<file path="config.mk">
export PLATFORM = sky130hd
export DESIGN_NAME = sync_fifo_256x32b_stream_reader
export DESIGN_NICKNAME = d
export VERILOG_FILES = /design/src/rtl/sync_fifo_256x32b_pkg.sv /design/src/rtl/sync_fifo_256x32b_stream_reader_buf.sv /design/src/rtl/sync_fifo_256x32b_stream_reader.sv
export SDC_FILE = /design/constraint.sdc
export NUM_CORES = 1
export LEC_CHECK = 0
export BUFFER_PORTS_ARGS = -buffer_cell sky130_fd_sc_hd__clkbuf_2
export CAP_MARGIN = 20
export CORE_UTILIZATION = 39
export DETAILED_ROUTE_END_ITERATION = 12
export GPL_TIMING_DRIVEN = 1
export PLACE_DENSITY = 0.57
export SYNTH_ARGS = -nofsm -noshare
export SYNTH_HDL_FRONTEND = slang
export SYNTH_SLANG_ARGS = --single-unit
</file>
<file path="constraint.sdc">
create_clock -name clk -period 4.06 [get_ports clk]
set_clock_uncertainty 0.15 [all_clocks]
set_input_delay 0.812 -clock clk [delete_from_list [all_inputs] [get_ports clk]]
set_output_delay 0.812 -clock clk [all_outputs]
set_load 0.01 [all_outputs]
</file>
<file path="src/rtl/sync_fifo_256x32b_pkg.sv">
// Shared types and constants for the 256x32b FIFO stream reader.
// Holds the FSM encoding, the default word width and the ring-pointer helper.
package sync_fifo_256x32b_pkg;

    localparam int DEFAULT_W = 32;
    localparam int BUF_DEPTH = 3;

    typedef enum logic [1:0] {
        IDLE  = 2'd0,
        RUN   = 2'd1,
        DRAIN = 2'd2
    } state_e;

    // Ring pointers wrap at 3, not at the natural 2-bit boundary.
    function automatic logic [1:0] ptr_inc(input logic [1:0] ptr);
        return (ptr == 2'd2) ? 2'd0 : ptr + 2'd1;
    endfunction

endpackage

</file>
<file path="src/rtl/sync_fifo_256x32b_stream_reader_buf.sv">
// Three-entry ring buffer between the FIFO read data and the output stream.
// Head word is presented combinationally and reads as zero when empty.
module sync_fifo_256x32b_stream_reader_buf
    import sync_fifo_256x32b_pkg::*;
#(
    parameter int W = DEFAULT_W
) (
    input  logic         clk,
    input  logic         rst,
    input  logic         push_i,
    input  logic [W-1:0] push_data_i,
    input  logic         pop_i,
    output logic [W-1:0] head_o,
    output logic [1:0]   occ_o
);

    logic [W-1:0] mem_q [BUF_DEPTH];
    logic [1:0]   wr_ptr_q;
    logic [1:0]   rd_ptr_q;
    logic [1:0]   occ_q;
    logic [1:0]   occ_d;

    // NOTE: storage is deliberately left out of reset; occ gates every read, so stale words are never visible.
    always_ff @(posedge clk) begin
        if (push_i) begin
            mem_q[wr_ptr_q] <= push_data_i;
        end
    end

    always_comb begin
        occ_d = occ_q;
        case ({push_i, pop_i})
            2'b10:   occ_d = occ_q + 2'd1;
            2'b01:   occ_d = occ_q - 2'd1;
            default: occ_d = occ_q;
        endcase
    end

    // NOTE: state registers use non-blocking assignments so every flop samples pre-edge values.
    always_ff @(posedge clk) begin
        if (rst) begin
            wr_ptr_q <= 2'd0;
            rd_ptr_q <= 2'd0;
            occ_q    <= 2'd0;
        end else begin
            if (push_i) wr_ptr_q <= ptr_inc(wr_ptr_q);
            if (pop_i)  rd_ptr_q <= ptr_inc(rd_ptr_q);
            occ_q <= occ_d;
        end
    end

    assign head_o = (occ_q != 2'd0) ? mem_q[rd_ptr_q] : '0;
    assign occ_o  = occ_q;

    // The issue rule keeps occ+inflight <= 3, so a capture into a full buffer is a design bug.
    a_no_overflow: assert property (@(posedge clk) disable iff (rst)
        !(push_i && (occ_q == 2'd3) && !pop_i));

endmodule

</file>
<file path="src/rtl/sync_fifo_256x32b_stream_reader.sv">
// Drains the FIFO read port (1-cycle latency) into a full-throughput valid/ready stream
// with a burst-boundary flag, plus enable/stop with a clean drain.
module sync_fifo_256x32b_stream_reader
    import sync_fifo_256x32b_pkg::*;
#(
    parameter int W         = DEFAULT_W,
    parameter int BURST_LEN = 16
) (
    input  logic         clk,
    input  logic         rst,
    input  logic         enable,
    input  logic         fifo_empty,
    output logic         fifo_rd_en,
    input  logic [W-1:0] fifo_rd_data,
    output logic         data_out_valid,
    input  logic         data_out_ready,
    output logic [W-1:0] data_out,
    output logic         data_out_last,
    output logic         busy
);

    localparam int                CNT_W     = (BURST_LEN > 1) ? $clog2(BURST_LEN) : 1;
    localparam logic [CNT_W-1:0] LAST_BEAT = CNT_W'(BURST_LEN - 1);

    state_e           state_q;
    logic             inflight_q;
    logic [CNT_W-1:0] beat_q;
    logic [CNT_W-1:0] beat_d;
    logic [1:0]       occ;
    logic [2:0]       pending;
    logic             pop;
    logic             drain_done;

    sync_fifo_256x32b_stream_reader_buf #(.W(W)) u_buf (
        .clk         (clk),
        .rst         (rst),
        .push_i      (inflight_q),
        .push_data_i (fifo_rd_data),
        .pop_i       (pop),
        .head_o      (data_out),
        .occ_o       (occ)
    );

    // Reserve a slot for the word already in flight; enable gates the strobe in the stop cycle itself.
    assign pending    = {1'b0, occ} + {2'b00, inflight_q};
    assign fifo_rd_en = (state_q == RUN) & enable & ~fifo_empty & (pending <= 3'd2);

    assign data_out_valid = (occ != 2'd0);
    assign pop            = data_out_valid & data_out_ready;
    assign data_out_last  = data_out_valid & (beat_q == LAST_BEAT);
    assign busy           = (state_q != IDLE);
    assign drain_done     = ~inflight_q & ((occ == 2'd0) | ((occ == 2'd1) & pop));

    // NOTE: default assignment first so no path through this block can infer a latch.
    always_comb begin
        beat_d = beat_q;
        if (pop) begin
            beat_d = (beat_q == LAST_BEAT) ? '0 : beat_q + CNT_W'(1);
        end
    end

    always_ff @(posedge clk) begin
        if (rst) begin
            state_q    <= IDLE;
            inflight_q <= 1'b0;
            beat_q     <= '0;
        end else begin
            inflight_q <= fifo_rd_en;
            beat_q     <= beat_d;
            case (state_q)
                IDLE:    if (enable) state_q <= RUN;
                RUN:     if (!enable) state_q <= DRAIN;
                DRAIN: begin
                    if (enable)          state_q <= RUN;
                    else if (drain_done) state_q <= IDLE;
                end
                default: state_q <= IDLE;
            endcase
        end
    end

endmodule
</file>
==> results of run 1 <==
[path summary, 6_finish.rpt]
kind / startpoint / to / slack [ps] / depth (start not counted)
min: state_q[1] / state_q[0] / 310 / 1
max: register / data_out[8] / 1100 / 4
min reg2reg: state_q[1] / state_q[0] / 310 / 1
max reg2reg: u_buf.occ_o[1] / u_buf.occ_o[1] / 1640 / 8
[cells in the mapped netlist (4+ instances only)]
cell	count
a21oi_1	8
buf_2	6
buf_6	4
clkbuf_1	4
dfxtp_1	15
edfxtp_1	96
ha_1	7
inv_1	7
mux2_1	6
mux2_2	26
mux2i_1	33
nand2_1	5
nor2_1	40
[layout make-up]
cell class,count,share of cell area (%)
well taps,140,3.32
inverters,7,0.498
clock inverters,7,1.21
clock buffers,9,4.27
repair buffers,76,7.79
flip-flops and latches,111,60.4
multi-input cells,151,22.5
[power by group through the flow]
stage	Combinational, mW	Clock [mW]	Sequential [mW]
2_1_floorplan	0.348	0	1.29
3_3_place_gp	0.466	0	1.34
3_5_place_dp	0.469	0	1.34
4_1_cts	0.471	0.858	1.31
5_1_grt	0.516	0.900	1.31
6_report	0.458	0.827	1.31
[metrics by stage]
step | util (%) | area (µm²) | hold WS, ps | instances
floorplan | - | 4470 | 281 | 283
global placement | 45.1 | 4950 | 299 | 484
detailed placement | 45.1 | 4950 | 310 | 484
CTS | 47.7 | 5240 | 316 | 500
global route | 48.0 | 5270 | 335 | 501
finish | 48.0 | 5270 | 310 | 501
[sequential cells by signal, indices dropped and copies added (netlist names), named ones only]
signal	flops
u_buf.occ_o	2
u_buf.rd_ptr_q	2
u_buf.mem_q	96
beat_q	4
inflight_q	1
state_q	2
u_buf.wr_ptr_q	2
[worst max-delay path: stages, from the launching register on]
cell and delay, ps:
dfxtp_2 950, buf_4 290, mux2i_1 190, nor2_1 70, clkbuf_2 170
[placed cells by master (no fill, tap or decap), types with 3 or more instances in the layout]
| master | n |
|---|---|
| edfxtp_1 | 96 |
| clkbuf_2 | 72 |
| nor2_1 | 39 |
| mux2i_1 | 33 |
| mux2_2 | 26 |
| dfxtp_1 | 13 |
| clkbuf_16 | 9 |
| a21oi_1 | 8 |
| inv_1 | 7 |
| mux2_1 | 6 |
| ha_1 | 6 |
| nand2_1 | 5 |
| nand2b_1 | 3 |
| xor2_1 | 3 |
| a211oi_1 | 3 |
| buf_4 | 3 |
[layer usage]
layer | track usage (%) | share of wire (%) | vias to the layer above
met2 | 23.5 | 50 | 47
met1 | 17.3 | 45 | 1168
met5 | 0 | 0 | -
met3 | 3.77 | 3.7 | 4
li1 | - | - | 1183
met4 | 3.47 | 0.49 | 0
[cells by family after synthesis]
family / Yosys count
AOI/OAI and AO/OA: 14
xor gates and xnor gates: 3
adders and majority gates: 7
buffers and inverters: 21
DFF: 111
muxes: 65
and+or+nand+nor: 62
==> results.json, run 1 <==
{
  "drtIter0Drc": 60,
  "post-cts-setup-buffers": 0,
  "first_global_vias": 2522,
  "dr_total_vias": 2402,
  "seq_area_frac_synth_pct": 71.2,
  "design.die.area_um2": 11900,
  "post-route-period-util_pct": 73.0,
  "setup-violations-final": 0,
  "cts.path.max_buffers": 2,
  "drv_cap": 0,
  "critPathKind": "reg -> out",
  "via_per_inst": 4.79,
  "hpwl_um": 4540,
  "ios": 73,
  "synthMuxAreaShare_pct": 15.5,
  "combPwrFrac_pct": 17.7,
  "p_seq_share_pct": 50.4,
  "grt-ovfl-total": 0,
  "start_util_pct": 40.7,
  "seq_area_um2": 3190,
  "fmax_mhz": 337,
  "hold_path.class": "reg -> reg",
  "synth_xor_area_share_pct": 0.588,
  "antenna_cells": 0,
  "synth_edf_count": 96,
  "fin_setup_tns_ps": 0,
  "htreeDepth": 3,
  "synth.net_count": 327,
  "fill_cells": 988,
  "yosys.area.top_type": "edfxtp_1",
  "syn_to_final_growth_pct": 18.0,
  "yosys-top-cells-area": "edfxtp_1 (65%), mux2i_1 (7.4%), dfxtp_1 (6.7%)",
  "tightest_slew_ps": 933,
  "outcome": "completed",
  "yosysUniqueCellTypes": 27,
  "drc": 0,
  "drt_wl_total_um": 7610,
  "critPathMaxFanout": 27,
  "drive_gt1_share_pct": 34.9,
  "intPower_mw": 1.90,
  "worstSkewPairLatency_ps": 330,
  "drv_slew": 0,
  "ir_drop_uv": 394,
  "worstPathArrival_ps": 2000,
  "grt_pass1_wl_um": 12200,
  "yosysWarningCount": 0,
  "holdBufCountCts": 0,
  "synthSimpleGateAreaFrac_pct": 6.30,
  "crit_path_end_kind": "output port",
  "finalHoldViolCount": 0,
  "fin_crit_ps": 2960,
  "pwr-share-clk_pct": 31.9,
  "total_power_mw": 2.59,
  "clock-sinks": 111,
  "port_buffers": 72,
  "fp.dieH_um": 109,
  "synth_compound_area_share_pct": 1.85,
  "grt_usage_pct": 13.8,
  "grt_max_degree": 39,
  "gp_congestion": 0.664,
  "power.leakage_nw": 1.87,
  "synth_top_family_by_area": "multiplexers",
  "rsz0062_at_grt": "false",
  "cts_tree": "yes",
  "cts_made_buffers": 9,
  "synthAdderAreaFrac_pct": 1.96,
  "syn_area_per_cell_um2": 15.8,
  "yosysTopAreaCellShare_pct": 64.5,
  "multi_input_area_um2": 1180,
  "cts_root_buf": "clkbuf_16",
  "synthArstFlopShare_pct": 0,
  "ant_nets": 0,
  "antenna_found_initial": 0,
  "first_pass_iters": 7,
  "die_w_um": 109,
  "ctsResizeCount": 0,
  "rows": 38,
  "core_area_um2": 11000,
  "p_per_area_nw_per_um2": 492,
  "cp-start-kind": "register",
  "slew-limit-headroom_pct": 37.8,
  "cts.clk_slew.worst_paths_ps": 70,
  "layout_setup_ws_ps": 1100,
  "routedWlPerCell_um": 15.2,
  "post-place-ws_ps": 1390,
  "postSynthCellCount": 283,
  "synth_ff_type": "edfxtp_1",
  "netlist_area_um2": 4470,
  "ys_seq_elements": 111,
  "cp_data_required_time_ps": 3100,
  "nNetsFinal": 400,
  "p_sw_mw": 0.695,
  "swShare_pct": 26.8
}
(Power assumes the default switching activity.)
==> run 2, diff against run 1 <==
- ABC_AREA: not set -> 1
- PLACE_DENSITY: 0.57 -> 0.56
- clock period: 4.06 -> 2.9 ns (I/O delays scaled with it)
==> results.json, run 2 <==
{
  "outcome": "completed",
  "via_per_inst": 4.62,
  "rsz0062_at_grt": "false",
  "tightest_slew_ps": 650,
  "cts.clk_slew.worst_paths_ps": 70,
  "crit_chain": "inv_1, ha_2, buf_4, a21oi_1, o21ai_1, inv_1, clkbuf_2",
  "yosysMostFrequentCell": "inv_1",
  "critPathKind": "reg -> out",
  "largest_register_ffs": 96,
  "drv_cap": 0,
  "cp_slowest_cell": "ha_2",
  "reg_top3": "u_buf.mem_q x96, beat_q x4",
  "combPwrFrac_pct": 16.6,
  "htreeDepth": 3,
  "dp_cells": 641,
  "slew-limit-headroom_pct": 56.5,
  "clock-sinks": 111,
  "p_sw_mw": 0.911,
  "p_seq_share_pct": 51.5,
  "synthMuxAreaShare_pct": 0,
  "layout_commonest_cell": "inv_1",
  "intPower_mw": 2.56,
  "yosys.area.top_type": "edfxtp_1",
  "top_register": "u_buf.mem_q",
  "fp.dieH_um": 112,
  "synthSimpleGateAreaFrac_pct": 5.89,
  "stdcell_count": 657,
  "fin_util_pct": 47.1,
  "cpMostUsedCell": "inv_1",
  "synth_top_family_by_area": "buffers and inverters",
  "crit_path_end_kind": "output port",
  "synth_ff_type": "edfxtp_1",
  "ant_nets": 0,
  "critPathMaxFanout": 13,
  "whs_ps": 292,
  "drive_gt1_share_pct": 20.2,
  "hpwl_um": 5860,
  "cts_tree": "yes",
  "gp_congestion": 0.758,
  "pwr-share-clk_pct": 31.8,
  "yosys-top-cells-area": "edfxtp_1 (61%), inv_1 (9.1%), o21ai_1 (6.7%)",
  "synthArstFlopShare_pct": 0,
  "seq_area_um2": 3190,
  "start_util_pct": 40.8,
  "grt_usage_pct": 15.0,
  "drv_slew": 0,
  "multi_input_area_um2": 971,
  "syn_to_final_growth_pct": 15.5,
  "hold_path.class": "in -> reg",
  "post-cts-setup-buffers": 0,
  "most-common-layout-cells": "inv_1 (115), edfxtp_1 (96), clkbuf_2 (72)",
  "grt-ovfl-total": 0,
  "slowest_delay_ps": 380,
  "fill_cells": 1080,
  "cts_made_buffers": 9,
  "postSynthCellCount": 433,
  "synth_compound_area_share_pct": 12.0,
  "yosysUniqueCellTypes": 23,
  "post-route-period-util_pct": 87.5,
  "ir_drop_uv": 335,
  "antenna_cells": 0,
  "fin_setup_tns_ps": 0,
  "cts_root_buf": "clkbuf_16",
  "worstSkewPairLatency_ps": 340,
  "synthAdderAreaFrac_pct": 1.84,
  "syn_area_per_cell_um2": 11.0,
  "grt_max_degree": 37,
  "rows": 39,
  "cp-start-kind": "register",
  "drc": 0,
  "cp_data_required_time_ps": 2170,
  "setup-violations-final": 0,
  "routedWlPerCell_um": 13.4,
  "swShare_pct": 26.3,
  "design.die.area_um2": 12600,
  "ys_seq_elements": 111,
  "drtIter0Drc": 102,
  "grt_pass1_wl_um": 14400,
  "synth_xor_area_share_pct": 0.368,
  "netlist_area_um2": 4760,
  "drt_wl_total_um": 8810,
  "nNetsFinal": 553,
  "yosysTopAreaCellShare_pct": 60.6,
  "synth.net_count": 477,
  "worstPathArrival_ps": 1810,
  "first_pass_iters": 4,
  "port_buffers": 72,
  "seq_area_frac_synth_pct": 66.9,
  "yosys-top-cells-count": "inv_1 (115), edfxtp_1 (96), o21ai_1 (64)",
  "die_w_um": 112,
  "yosysWarningCount": 0,
  "cts.path.max_buffers": 2,
  "ctsResizeCount": 0,
  "holdBufCountCts": 0,
  "antenna_found_initial": 0,
  "power.leakage_nw": 2.53,
  "fin_crit_ps": 2540,
  "ios": 73,
  "dr_total_vias": 3037,
  "finalHoldViolCount": 0,
  "synth_edf_count": 96,
  "fmax_mhz": 394,
  "p_per_area_nw_per_um2": 632,
  "core_area_um2": 11700,
  "first_global_vias": 2892
}
run 2: cell count changes in the layout (fill, tap and decap cells not counted), sizes merged, moves of 28 or more:
cell   change
o21ai     +67
inv      +106
nand2     +40
mux2i     -33
mux2      -32
nor2      -28
a21oi     +33
run 2: cells by family after synthesis:
group | Yosys count
AO/OA/AOI/OAI | 112
XOR/XNOR | 2
adder cells (fa/ha/maj) | 7
buffers and inverters | 135
flip-flops | 111
AND/OR/NAND/NOR | 66
run 2: power by group through the flow:
stage / clock network, mW / logic (mW) / registers [mW]
2_1_floorplan: 0 / 0.439 / 1.80
3_3_place_gp: 0 / 0.578 / 1.82
3_5_place_dp: 0 / 0.589 / 1.83
4_1_cts: 1.14 / 0.591 / 1.79
5_1_grt: 1.20 / 0.657 / 1.79
6_report: 1.11 / 0.577 / 1.79
run 2: cell type report:
| type | instances | area share [%] |
|---|---|---|
| Sequential cell | 111 | 58.0 |
| Tap cell | 143 | 3.26 |
| Multi-Input combinational cell | 187 | 17.7 |
| Timing Repair Buffer | 83 | 8.29 |
| Inverter | 117 | 8.08 |
| Clock inverter | 3 | 0.364 |
| Clock buffer | 13 | 4.37 |
run 2: stage by stage:
step	power [mW]	setup WS (ps)	area, µm²
6_report	3.47	362	5500
4_1_cts	3.52	345	5500
3_5_place_dp	2.41	718	5240
3_3_place_gp	2.40	751	5240
5_1_grt	3.65	222	5500
2_1_floorplan	2.24	568	4760
run 2: per-layer routing:
layer	vias to the layer above	wire (µm)	global-route usage, %
li1	1554	-	-
met1	1412	4230	19.3
met2	64	4090	24.6
met3	7	385	3.46
met4	0	109	5.60
met5	-	0	0
run 2: path summary, 6_finish.rpt:
path / start / end / slack, ps / depth (start not counted)
worst min register to register: u_buf.wr_ptr_q[1] / u_buf.wr_ptr_q[1] / 320 / 2
worst min-delay path: fifo_rd_data[28] / u_buf.mem_q[0][28] / 290 / 1
worst max-delay path: u_buf.occ_o[1] / data_out[0] / 360 / 7
worst max register to register: u_buf.occ_o[1] / u_buf.occ_o[1] / 840 / 8
run 2: worst max-delay path, delay by kind of cell (launching register included):
family,cells,cell delay (ps)
AO/OA/AOI/OAI,2,170
adder cells (fa/ha/maj),1,380
buffers and inverters,4,590
flip-flops,1,320
==> run 3, diff against run 2 <==
- CAP_MARGIN: 20 -> not set
- CELL_PAD_IN_SITES_DETAIL_PLACEMENT: not set -> 1
- CELL_PAD_IN_SITES_GLOBAL_PLACEMENT: not set -> 2
- CORE_UTILIZATION: 39 -> 37
- CTS_BUF_LIST: not set -> sky130_fd_sc_hd__clkbuf_16
- PLACE_DENSITY: 0.56 -> 0.78
==> results.json, run 3 (synthesized netlist as in run 2, its figures left out) <==
{
  "power.leakage_nw": 2.57,
  "cts_tree": "yes",
  "worstPathArrival_ps": 1680,
  "grt_usage_pct": 15.6,
  "critPathKind": "reg -> out",
  "cts_made_buffers": 9,
  "cts.path.max_buffers": 2,
  "post-route-period-util_pct": 83.3,
  "first_global_vias": 3144,
  "layout_commonest_cell": "inv_1",
  "drv_cap": 0,
  "crit_chain": "buf_12, a21oi_1, o21ai_1, inv_1, clkbuf_2",
  "grt-ovfl-total": 0,
  "critPathMaxFanout": 38,
  "p_sw_mw": 0.931,
  "ios": 73,
  "gp_congestion": 0.701,
  "fin_util_pct": 44.8,
  "ir_drop_uv": 448,
  "drv_slew": 0,
  "dr_total_vias": 3098,
  "clock-sinks": 111,
  "drc": 0,
  "design.die.area_um2": 13300,
  "cp_data_required_time_ps": 2170,
  "grt_max_degree": 39,
  "setup-violations-final": 0,
  "rows": 41,
  "whs_ps": 288,
  "swShare_pct": 24.8,
  "start_util_pct": 37.8,
  "grt_pass1_wl_um": 15400,
  "routedWlPerCell_um": 13.9,
  "fin_setup_tns_ps": 0,
  "ctsResizeCount": 0,
  "finalHoldViolCount": 0,
  "drt_wl_total_um": 9460,
  "drive_gt1_share_pct": 20.4,
  "first_pass_iters": 4,
  "slew-limit-headroom_pct": 56.1,
  "drtIter0Drc": 116,
  "intPower_mw": 2.82,
  "cp_slowest_cell": "dfxtp_2",
  "stdcell_count": 683,
  "crit_path_end_kind": "output port",
  "fin_crit_ps": 2410,
  "cp-start-kind": "register",
  "via_per_inst": 4.54,
  "final_cell_area_um2": 5640,
  "largest_register_ffs": 96,
  "most-common-layout-cells": "inv_1 (115), edfxtp_1 (96), clkbuf_2 (72)",
  "tightest_slew_ps": 657,
  "hold_path.class": "in -> reg",
  "die_w_um": 115,
  "p_per_area_nw_per_um2": 666,
  "ant_nets": 0,
  "placed_area_um2": 5300,
  "cts_root_buf": "clkbuf_16",
  "port_buffers": 72,
  "post-cts-setup-buffers": 0,
  "core_area_um2": 12600,
  "cts.clk_slew.worst_paths_ps": 70,
  "antenna_found_initial": 0,
  "top_register": "u_buf.mem_q",
  "dp_cells": 667,
  "p_seq_share_pct": 48.1,
  "slowest_delay_ps": 680,
  "combPwrFrac_pct": 15.4,
  "syn_to_final_growth_pct": 18.5,
  "pwr-share-clk_pct": 36.5,
  "outcome": "completed",
  "hpwl_um": 6510,
  "worstSkewPairLatency_ps": 340,
  "htreeDepth": 3,
  "fp.dieH_um": 115,
  "antenna_cells": 0,
  "rsz0062_at_grt": "false",
  "fmax_mhz": 414,
  "nNetsFinal": 550,
  "holdBufCountCts": 0,
  "reg_top3": "u_buf.mem_q x96, beat_q x4"
}
-- run 3: power by group through the flow --
| stage | registers (mW) | logic [mW] | clock network, mW |
|---|---|---|---|
| finish | 1.80 | 0.579 | 1.37 |
| global route | 1.81 | 0.660 | 1.46 |
| CTS | 1.80 | 0.593 | 1.40 |
| detailed placement | 1.84 | 0.589 | 0 |
| global placement | 1.84 | 0.572 | 0 |
| floorplan | 1.80 | 0.439 | 0 |
-- run 3: metal layers --
layer / part of all wire, % / routed length [µm] / track usage, %
met3: 2.7 / 253 / 3.06
met4: 1.6 / 154 / 6.23
met5: 0 / 0 / 0
met2: 51 / 4820 / 27.6
met1: 45 / 4230 / 18.7
-- run 3: stage by stage --
stage / power, mW / worst slack [ps]
floorplan: 2.24 / 568
global placement: 2.41 / 860
detailed placement: 2.43 / 842
CTS: 3.80 / 450
global route: 3.93 / 345
finish: 3.75 / 486
-- run 3: worst paths after layout --
check	startpoint	to	slack (ps)	cells after the start
min	fifo_rd_data[22]	u_buf.mem_q[1][22]	290	1
max	register	data_out[12]	490	5
max reg2reg	u_buf.occ_o[1]	u_buf.occ_o[1]	1040	8
min reg2reg	u_buf.wr_ptr_q[1]	u_buf.wr_ptr_q[1]	320	2
-- run 3: layout make-up --
| type | count | area [µm²] |
|---|---|---|
| sequential | 111 | 3190 |
| clock inverter | 7 | 111 |
| tap | 172 | 215 |
| inverter | 117 | 444 |
| fill | 1396 | 6930 |
| timing repair buffer | 80 | 483 |
| clock buffer | 9 | 225 |
| multi-input combinational | 187 | 971 |
-- run 3: critical path: cells and delay by family, from the launching register on --
family | cells | cell delay (ps)
buffers and inverters | 3 | 450
DFF | 1 | 680
AOI/OAI and AO/OA | 2 | 200
